`config.mk`:
```
export PLATFORM = sky130hd
export DESIGN_NAME = hwag_sync_ctrl
export DESIGN_NICKNAME = d
export VERILOG_FILES = /design/src/rtl/hwag_sync_ctrl.sv
export SDC_FILE = /design/constraint.sdc
export NUM_CORES = 1
export LEC_CHECK = 0
export CAP_MARGIN = 15
export CORE_MARGIN = 10
export CORE_UTILIZATION = 50
export DETAILED_ROUTE_END_ITERATION = 7
export GPL_ROUTABILITY_DRIVEN = 0
export PLACE_DENSITY = 0.94
export SYNTH_ARGS = -nofsm -noshare
export SYNTH_HDL_FRONTEND = slang
export SYNTH_SLANG_ARGS = --single-unit
```
`constraint.sdc`:
```
create_clock -name clk -period 6.2 [get_ports clk]
set_clock_uncertainty 0.05 [all_clocks]
set_input_delay 1.24 -clock clk [delete_from_list [all_inputs] [get_ports clk]]
set_output_delay 1.24 -clock clk [all_outputs]
set_load 0.03 [all_outputs]
```
`src/rtl/hwag_sync_ctrl.sv`:
```
// hwag_sync_ctrl
//   Crank-wheel synchronisation controller. Watches the capture strobe and
//   gap/period flags coming out of the tooth/gap datapath and runs a
//   four-state machine (IDLE, SEARCH, VERIFY, SYNC) that first acquires the
//   missing-tooth gap, confirms it over a full revolution, then tracks it
//   while tolerating up to LOSS_MAX-1 consecutive gap errors.
//
// Parameters
//   TW        tooth counter width
//   LOSS_MAX  consecutive gap errors that drop sync (1..15)
//
// Ports
//   clk        system clock, rising edge
//   rst        asynchronous reset, active low
//   ena        capture enable; 0 forces IDLE (highest priority)
//   cap_vld    one-cycle strobe per captured VR edge
//   gap        gap detected on the latest captures (valid with cap_vld)
//   pmin_ok    captured periods above minimum (valid with cap_vld)
//   pmax_ok    captured periods below maximum (valid with cap_vld)
//   pcnt_ovf   period counter overflow pulse (stall)
//   tooth_top  last tooth index per revolution (edges per rev - 1)
//   state      IDLE=0, SEARCH=1, VERIFY=2, SYNC=3
//   sync       high only in SYNC
//   tooth      edges since last gap, 0 on first edge after the gap
//   rev        one-cycle pulse on each accepted gap in SYNC / SYNC entry
//   sync_lost  one-cycle pulse on leaving VERIFY or SYNC for SEARCH
//   err_cnt    consecutive gap errors, saturating at 15

module hwag_sync_ctrl #(
  parameter int unsigned TW       = 8,
  parameter int unsigned LOSS_MAX = 2
) (
  input  logic          clk,
  input  logic          rst,
  input  logic          ena,
  input  logic          cap_vld,
  input  logic          gap,
  input  logic          pmin_ok,
  input  logic          pmax_ok,
  input  logic          pcnt_ovf,
  input  logic [TW-1:0] tooth_top,
  output logic [1:0]    state,
  output logic          sync,
  output logic [TW-1:0] tooth,
  output logic          rev,
  output logic          sync_lost,
  output logic [3:0]    err_cnt
);

  typedef enum logic [1:0] {
    IDLE   = 2'd0,
    SEARCH = 2'd1,
    VERIFY = 2'd2,
    SYNC   = 2'd3
  } state_t;

  state_t        r_state;
  logic [TW-1:0] r_tooth;
  logic [3:0]    r_err;
  logic          r_sync;
  logic          r_rev;
  logic          r_lost;

  state_t        w_state_nxt;
  logic [TW-1:0] w_tooth_nxt;
  logic [3:0]    w_err_nxt;
  logic          w_rev_nxt;
  logic          w_lost_nxt;

  logic          w_top_ok;
  logic          w_below;
  logic          w_at_top;
  logic          w_advance;
  logic          w_gap_hit;
  logic          w_per_ok;
  logic [3:0]    w_err_inc;
  logic          w_err_trip;
  logic [TW-1:0] w_tooth_inc;

  // A wheel with fewer than three edges per revolution cannot be acquired.
  assign w_top_ok    = (tooth_top >= TW'(2));
  assign w_below     = (r_tooth < tooth_top);
  assign w_at_top    = (r_tooth == tooth_top);
  assign w_advance   = !gap && w_below;
  assign w_gap_hit   = gap && w_at_top;
  assign w_per_ok    = pmin_ok && pmax_ok;
  assign w_tooth_inc = r_tooth + TW'(1);
  assign w_err_inc   = (r_err == 4'hF) ? r_err : (r_err + 4'd1);
  assign w_err_trip  = (32'(w_err_inc) >= LOSS_MAX);

  always_comb begin
    w_state_nxt = r_state;
    w_tooth_nxt = r_tooth;
    w_err_nxt   = r_err;
    w_rev_nxt   = 1'b0;
    w_lost_nxt  = 1'b0;

    if (!ena) begin
      w_state_nxt = IDLE;
      w_tooth_nxt = '0;
      w_err_nxt   = '0;
    end else if (pcnt_ovf && (r_state != IDLE)) begin
      w_state_nxt = SEARCH;
      w_tooth_nxt = '0;
      w_err_nxt   = '0;
      w_lost_nxt  = (r_state == VERIFY) || (r_state == SYNC);
    end else begin
      unique case (r_state)
        IDLE: begin
          w_state_nxt = SEARCH;
        end
        SEARCH: begin
          if (cap_vld && gap && w_per_ok && w_top_ok) begin
            w_state_nxt = VERIFY;
            w_tooth_nxt = '0;
          end
        end
        VERIFY: begin
          if (cap_vld) begin
            if (w_advance) begin
              w_tooth_nxt = w_tooth_inc;
            end else if (w_gap_hit) begin
              w_state_nxt = SYNC;
              w_tooth_nxt = '0;
              w_rev_nxt   = 1'b1;
            end else if (gap && w_per_ok) begin
              // Plausible gap at the wrong position: restart the count here.
              w_tooth_nxt = '0;
            end else begin
              w_state_nxt = SEARCH;
              w_tooth_nxt = '0;
              w_lost_nxt  = 1'b1;
            end
          end
        end
        SYNC: begin
          if (cap_vld) begin
            if (w_advance) begin
              w_tooth_nxt = w_tooth_inc;
            end else if (w_gap_hit) begin
              w_tooth_nxt = '0;
              w_err_nxt   = '0;
              w_rev_nxt   = 1'b1;
            end else if (w_err_trip) begin
              w_state_nxt = SEARCH;
              w_tooth_nxt = '0;
              w_err_nxt   = '0;
              w_lost_nxt  = 1'b1;
            end else begin
              // Missing gap becomes a phantom gap, early gap realigns.
              w_tooth_nxt = '0;
              w_err_nxt   = w_err_inc;
            end
          end
        end
        default: begin
          w_state_nxt = IDLE;
        end
      endcase
    end
  end

  always_ff @(posedge clk or negedge rst) begin
    if (!rst) begin
      r_state <= IDLE;
      r_tooth <= '0;
      r_err   <= '0;
      r_sync  <= 1'b0;
      r_rev   <= 1'b0;
      r_lost  <= 1'b0;
    end else begin
      r_state <= w_state_nxt;
      r_tooth <= w_tooth_nxt;
      r_err   <= w_err_nxt;
      r_sync  <= (w_state_nxt == SYNC);
      r_rev   <= w_rev_nxt;
      r_lost  <= w_lost_nxt;
    end
  end

  assign state     = r_state;
  assign sync      = r_sync;
  assign tooth     = r_tooth;
  assign rev       = r_rev;
  assign sync_lost = r_lost;
  assign err_cnt   = r_err;

endmodule

```
# Word-level counts from Yosys, hierarchy flattened
# Index checks and enable logic that the tools add are counted.
# classes
addsub	2
n_mul	0
n_div	0
n_lt_le_gt_ge	3
n_eq_ne	12
shifts	0
n_mux	43
bitwise	0
reduce_logical	15
# ops
op	count
$mux W8	5
$mux W4	8
$mux W2	11
$mux W1	16
$pmux W8 S2	1
$add A8 B1 Y8 const B	1
$eq A8 B8 Y1	1
$ge A8 B2 Y1 const B	1
$logic_and A1 B1 Y1	8
$lt A8 B8 Y1	1
$ne A4 B2 Y1 const B	2
$pmux W2 S4	1
$eq A2 B2 Y1 const B	3
$ne A3 B1 Y1 const B	2
$reduce_and A3 Y1	2
$add A4 B1 Y4 const B	1
$eq A4 B4 Y1 const B	1
$ge A4 B2 Y1 const B	1
$ne A4 B4 Y1 const B	1
$ne A3 B2 Y1 const B	1
$eq A2 B1 Y1 const B	1
$logic_not A2 Y1	1
$pmux W1 S2	1
$reduce_bool A2 Y1	1
other kinds (3)	3
# totals
reg_bits	17
latch_bits	0
mem_bits_rw	0
rom_bits	0
word_cells	81
n_memories	0

# Longest topological paths before layout
# depth
depth_word	11
ltp_mapped	9

# Worst setup path after synthesis
# No wires, ideal clock.
# synth_path
path_type	input to register
from	input tooth_top[6]
to	register r_tooth[7] (netlist: tooth[7])
setup_time_ns	0.065
t_arrival_ns	2.784
setup_slack_ns	3.300
stages	8
path_buffers	1
cell_sequence	inv_1 ha_1 a21oi_1 o211ai_1 or4_4 buf_6 nor4_2 a211o_1
# synth_between
elab_chain_len	7
word_cells_on_any_way	11
classes_between	order compare: 2; eq/ne: 1; mux: 5; reduce/logical: 3
# synth_rtl
element	line	text
from (decl)	41	input logic [TW-1:0] tooth_top,
$lt A8 B8 Y1	82	assign w_below = (r_tooth < tooth_top);
$logic_and A1 B1 Y1	84	assign w_advance = !gap && w_below;
$mux W8	138	if (w_advance) begin
$mux W8	137	if (cap_vld) begin
$pmux W8 S2	108	unique case (r_state)
$mux W8	102	end else if (pcnt_ovf && (r_state != IDLE)) begin
$mux W8	98	if (!ena) begin
to (signal assigned)	173	r_tooth <= w_tooth_nxt;
to (decl)	58	logic [TW-1:0] r_tooth;
# Parallel ways exist; a longest one is shown, timed or not. The select of a mux whose other input is x is not followed.
# A chain may end at the register's enable or synchronous reset.

# Worst setup path in the final report
# layout_path
from	input tooth_top[7]
to	register r_sync (netlist: sync)
# layout_between
elab_chain_len	9
word_cells_on_any_way	17
classes_between	order compare: 2; eq/ne: 2; mux: 10; reduce/logical: 3
# layout_rtl
element	line	text
parallel branches: the longest is 5 deep, another holds $lt A8 B8 Y1	-	
$pmux W2 S4 *	108	
$mux W2 *	102	
$mux W2 *	98	
$eq A2 B2 Y1 *	175	r_sync <= (w_state_nxt == SYNC);
to (signal assigned)	175	
to (decl)	60	logic r_sync;
# Every way passes the cells marked *.

==> results.md <==
- Seq/Total Area, Yosys: 37.0%
- Starting density of the core: between 50 and 60%
- Final worst-path cycle share: 51.9%
- Cts hold-fix bufs: 0
- Crit-path max cell delay: 0.52 ns
- DIE AREA: 0.00461 mm^2
- Lkg Pwr: 0.713 nW
- Routed vias/inst: 5.95
- Crit path max-delay family: simple AND/OR/NAND/NOR gates
- Final WL: approximately 3.1 mm
- Maximum vdd drop: between 0.1 and 0.15 mV
- Vias: 1112
- Core Region: around 0.0022 mm^2
- Max FO, Critical Path: 5
- P&R area growth vs syn: 31.0%
- Req. time, crit path: 6.36 ns
- Reg clk slew, reported paths: 0.10 ns
- Vias in the first global route: 1089
- DRT antenna net count: 0
- Cells after DPL: 183
- Ratio of cells with drive above 1 in the final layout: between 7 and 8%
- Crit start category: primary input
- Cell Chain, Critical Path: clkdlybuf4s50_1 -> inv_1 -> ha_1 -> nand4_1 -> nor3_1 -> nor2b_1 -> o32a_1 -> a211oi_1
- CP endpoint kind: flop
- Setup TNS: 0 ns
- TritonCTS buffer count: 3
- Post-cts sizing count: 0
- Synth unique cells: 37
- DP HPWL: between 2 and 3 mm
- First-pass GRT wire length: 4.82 mm
- Status: finished, final reports clean
- First-pass detailed-route iteration total: 4
- Net Count, Synth: between 150 and 200
- Highest clock rate: 0.311 GHz
- Worst Max-Slew Pin Slew: 0.764 ns
- Fin nets: roughly 190
- Synth warn: 0
- Slew margin rel.: ~50%
- H-tree depth: 1
- CTS max path bufs: 2
- Gr ovfl total: 0
- Largest net degree at the start of global routing: 18
- Slew Viols, Final: 0
- Filler-free cell count of the finished design: ~190
- Top Ports: 33
- DRT iter0 DRCs: 44
- PwrDens: 136 mW/mm^2
- RSZ-0062 raised after global routing: false
- Worst Path Arrival: 3.38 ns
- Wire length per cell: about 17 um
- CTS tree: built
- Post-CTS setup buffer count: 0
- Syn Inst Count: 127
- Total track usage: 13.5%
- Mapped cell area: 0.00115 mm^2
- FP Rows: 17
- Crit path time final: 3.22 ns
- Post-synthesis register bit count: 17
- Slowest stage cell, crit path: clkdlybuf4s50_1
- Clock sinks: 17
- Hold Crit Class: flop to flop
- Synth Area per Inst: 9.04 um^2
- Root Driver: clkbuf_4
- Max cap viols: 0
- Die width: 67.9 um
- Clock insertion delay at the later pin of the skew report: roughly 0.3 ns
- Final number of setup-violating endpoints: 0
- Crit path buf inv count: 2
- Initial antenna violation count: 0
- Vert. Die Dim: 67.9 um
- Port bufs: 32
- Final Hold Vio Count: 0
- Kind of critical path: primary input to flop
- Detailed-route DRC error count: 0
- ANT cells: 0
-- area by class of cell --
class / instances / area (um^2)
Clock buffer: 4 / 26.3
Fill cell: 178 / 686
Inverter: 13 / 48.8
Multi-Input combinational cell: 93 / 649
Sequential cell: 17 / 425
Tap cell: 28 / 35.0
Timing Repair Buffer: 32 / 320
-- layout by cell type, fill, tap and decap left out, types with 2 or more instances in the layout --
cell,instances
a21oi_1,6
a22o_1,5
ha_1,10
nand3_1,2
nor2b_1,7
a211o_1,2
clkdlybuf4s50_1,32
clkbuf_4,3
or4_4,2
nand2_1,10
o21ai_1,5
dfrtp_1,17
and3_1,8
nor3_1,2
o21ai_0,6
a211oi_1,2
nand4_1,4
nor2_1,5
inv_1,13
-- sequential cells by signal, indices dropped and copies added, names as in the netlist --
name	count
sync	1
state	2
sync_lost	1
rev	1
tooth	8
err_cnt	4
-- logic make-up (layout without fill, tap and decap cells) --
family                   Yosys count  in the layout  share of synthesized area, %
buffers and inverters             17             49                          6.43
adder cells (fa/ha/maj)           10             10                          10.9
multiplexers                       1              1                         0.980
flip-flops                        17             17                          37.0
AND/OR/NAND/NOR                   47             47                          24.0
AO/OA/AOI/OAI                     35             35                          20.7
-- power by group --
part / internal, mW / total, mW / switching (mW) / leakage, nW
Combinational: 0.0150 / 0.0316 / 0.0166 / 0.463
Clock: 0.0251 / 0.0606 / 0.0355 / 0.0150
Sequential: 0.111 / 0.112 / 0.000899 / 0.235
Total: 0.151 / 0.204 / 0.0530 / 0.713
-- synth_stat cells --
master,number,share of area [%]
o21ai_0,6,2.6
a211o_1,2,1.5
o22ai_1,1,0.55
buf_6,1,0.98
nor4_1,1,0.55
nor2b_1,7,3.8
and2_1,1,0.55
or3_1,1,0.55
o21a_2,1,0.76
o21ai_1,5,2.2
and3_1,8,4.4
or4_4,2,2.0
nor2_1,5,1.6
or4_1,1,0.65
o311ai_0,1,0.76
ha_1,10,11
o32a_1,1,0.87
a22o_1,5,3.8
nand4_1,4,2.2
and3_2,1,0.65
o31ai_1,1,0.65
a21oi_1,6,2.6
a21oi_2,1,0.76
o21bai_2,1,0.98
inv_1,13,4.2
o211ai_1,1,0.65
mux2_2,1,0.98
nor2_4,1,0.98
nand3_1,2,0.87
clkbuf_1,1,0.33
clkbuf_2,2,0.87
nor3_1,2,0.87
nor4_2,1,1.1
nand2_1,10,3.3
o21a_1,1,0.65
a211oi_1,2,1.3
dfrtp_1,17,37
-- per-stage QoR --
stage	cell area, um^2	hold slack (ns)	utilization [%]	power (mW)	worst slack [ns]
floorplan	1150	0.645	-	0.129	3.30
global placement	1480	0.506	67.5	0.144	2.78
detailed placement	1480	0.508	67.5	0.146	2.68
CTS	1510	0.530	68.7	0.206	2.99
global route	1510	0.557	68.7	0.213	2.88
finish	1510	0.537	68.7	0.204	2.98
-- worst paths after layout --
check                      cells past startpoint                      to                    from  slack, ns
max in group asynchronous                      1      state[0]$_DFF_PN0_                     rst       4.29
setup reg to reg                               6    tooth[7]$_DFFE_PN0P_    tooth[6]$_DFFE_PN0P_       3.98
setup / recovery                               8          sync$_DFF_PN0_            tooth_top[7]       2.98
min in group asynchronous                      1  err_cnt[3]$_DFFE_PN0P_                     rst       1.33
hold reg to reg                                1  err_cnt[2]$_DFFE_PN0P_  err_cnt[2]$_DFFE_PN0P_       0.54
hold / removal                                 1  err_cnt[2]$_DFFE_PN0P_  err_cnt[2]$_DFFE_PN0P_       0.54
-- routing by layer --
layer | share of wire (%) | GRT usage [%]
met1 | 37 | 13.3
met2 | 51 | 25.1
met3 | 9.8 | 5.38
met4 | 2.0 | 4.77
met5 | 0 | 0
Power figures use the tool's default switching activity.
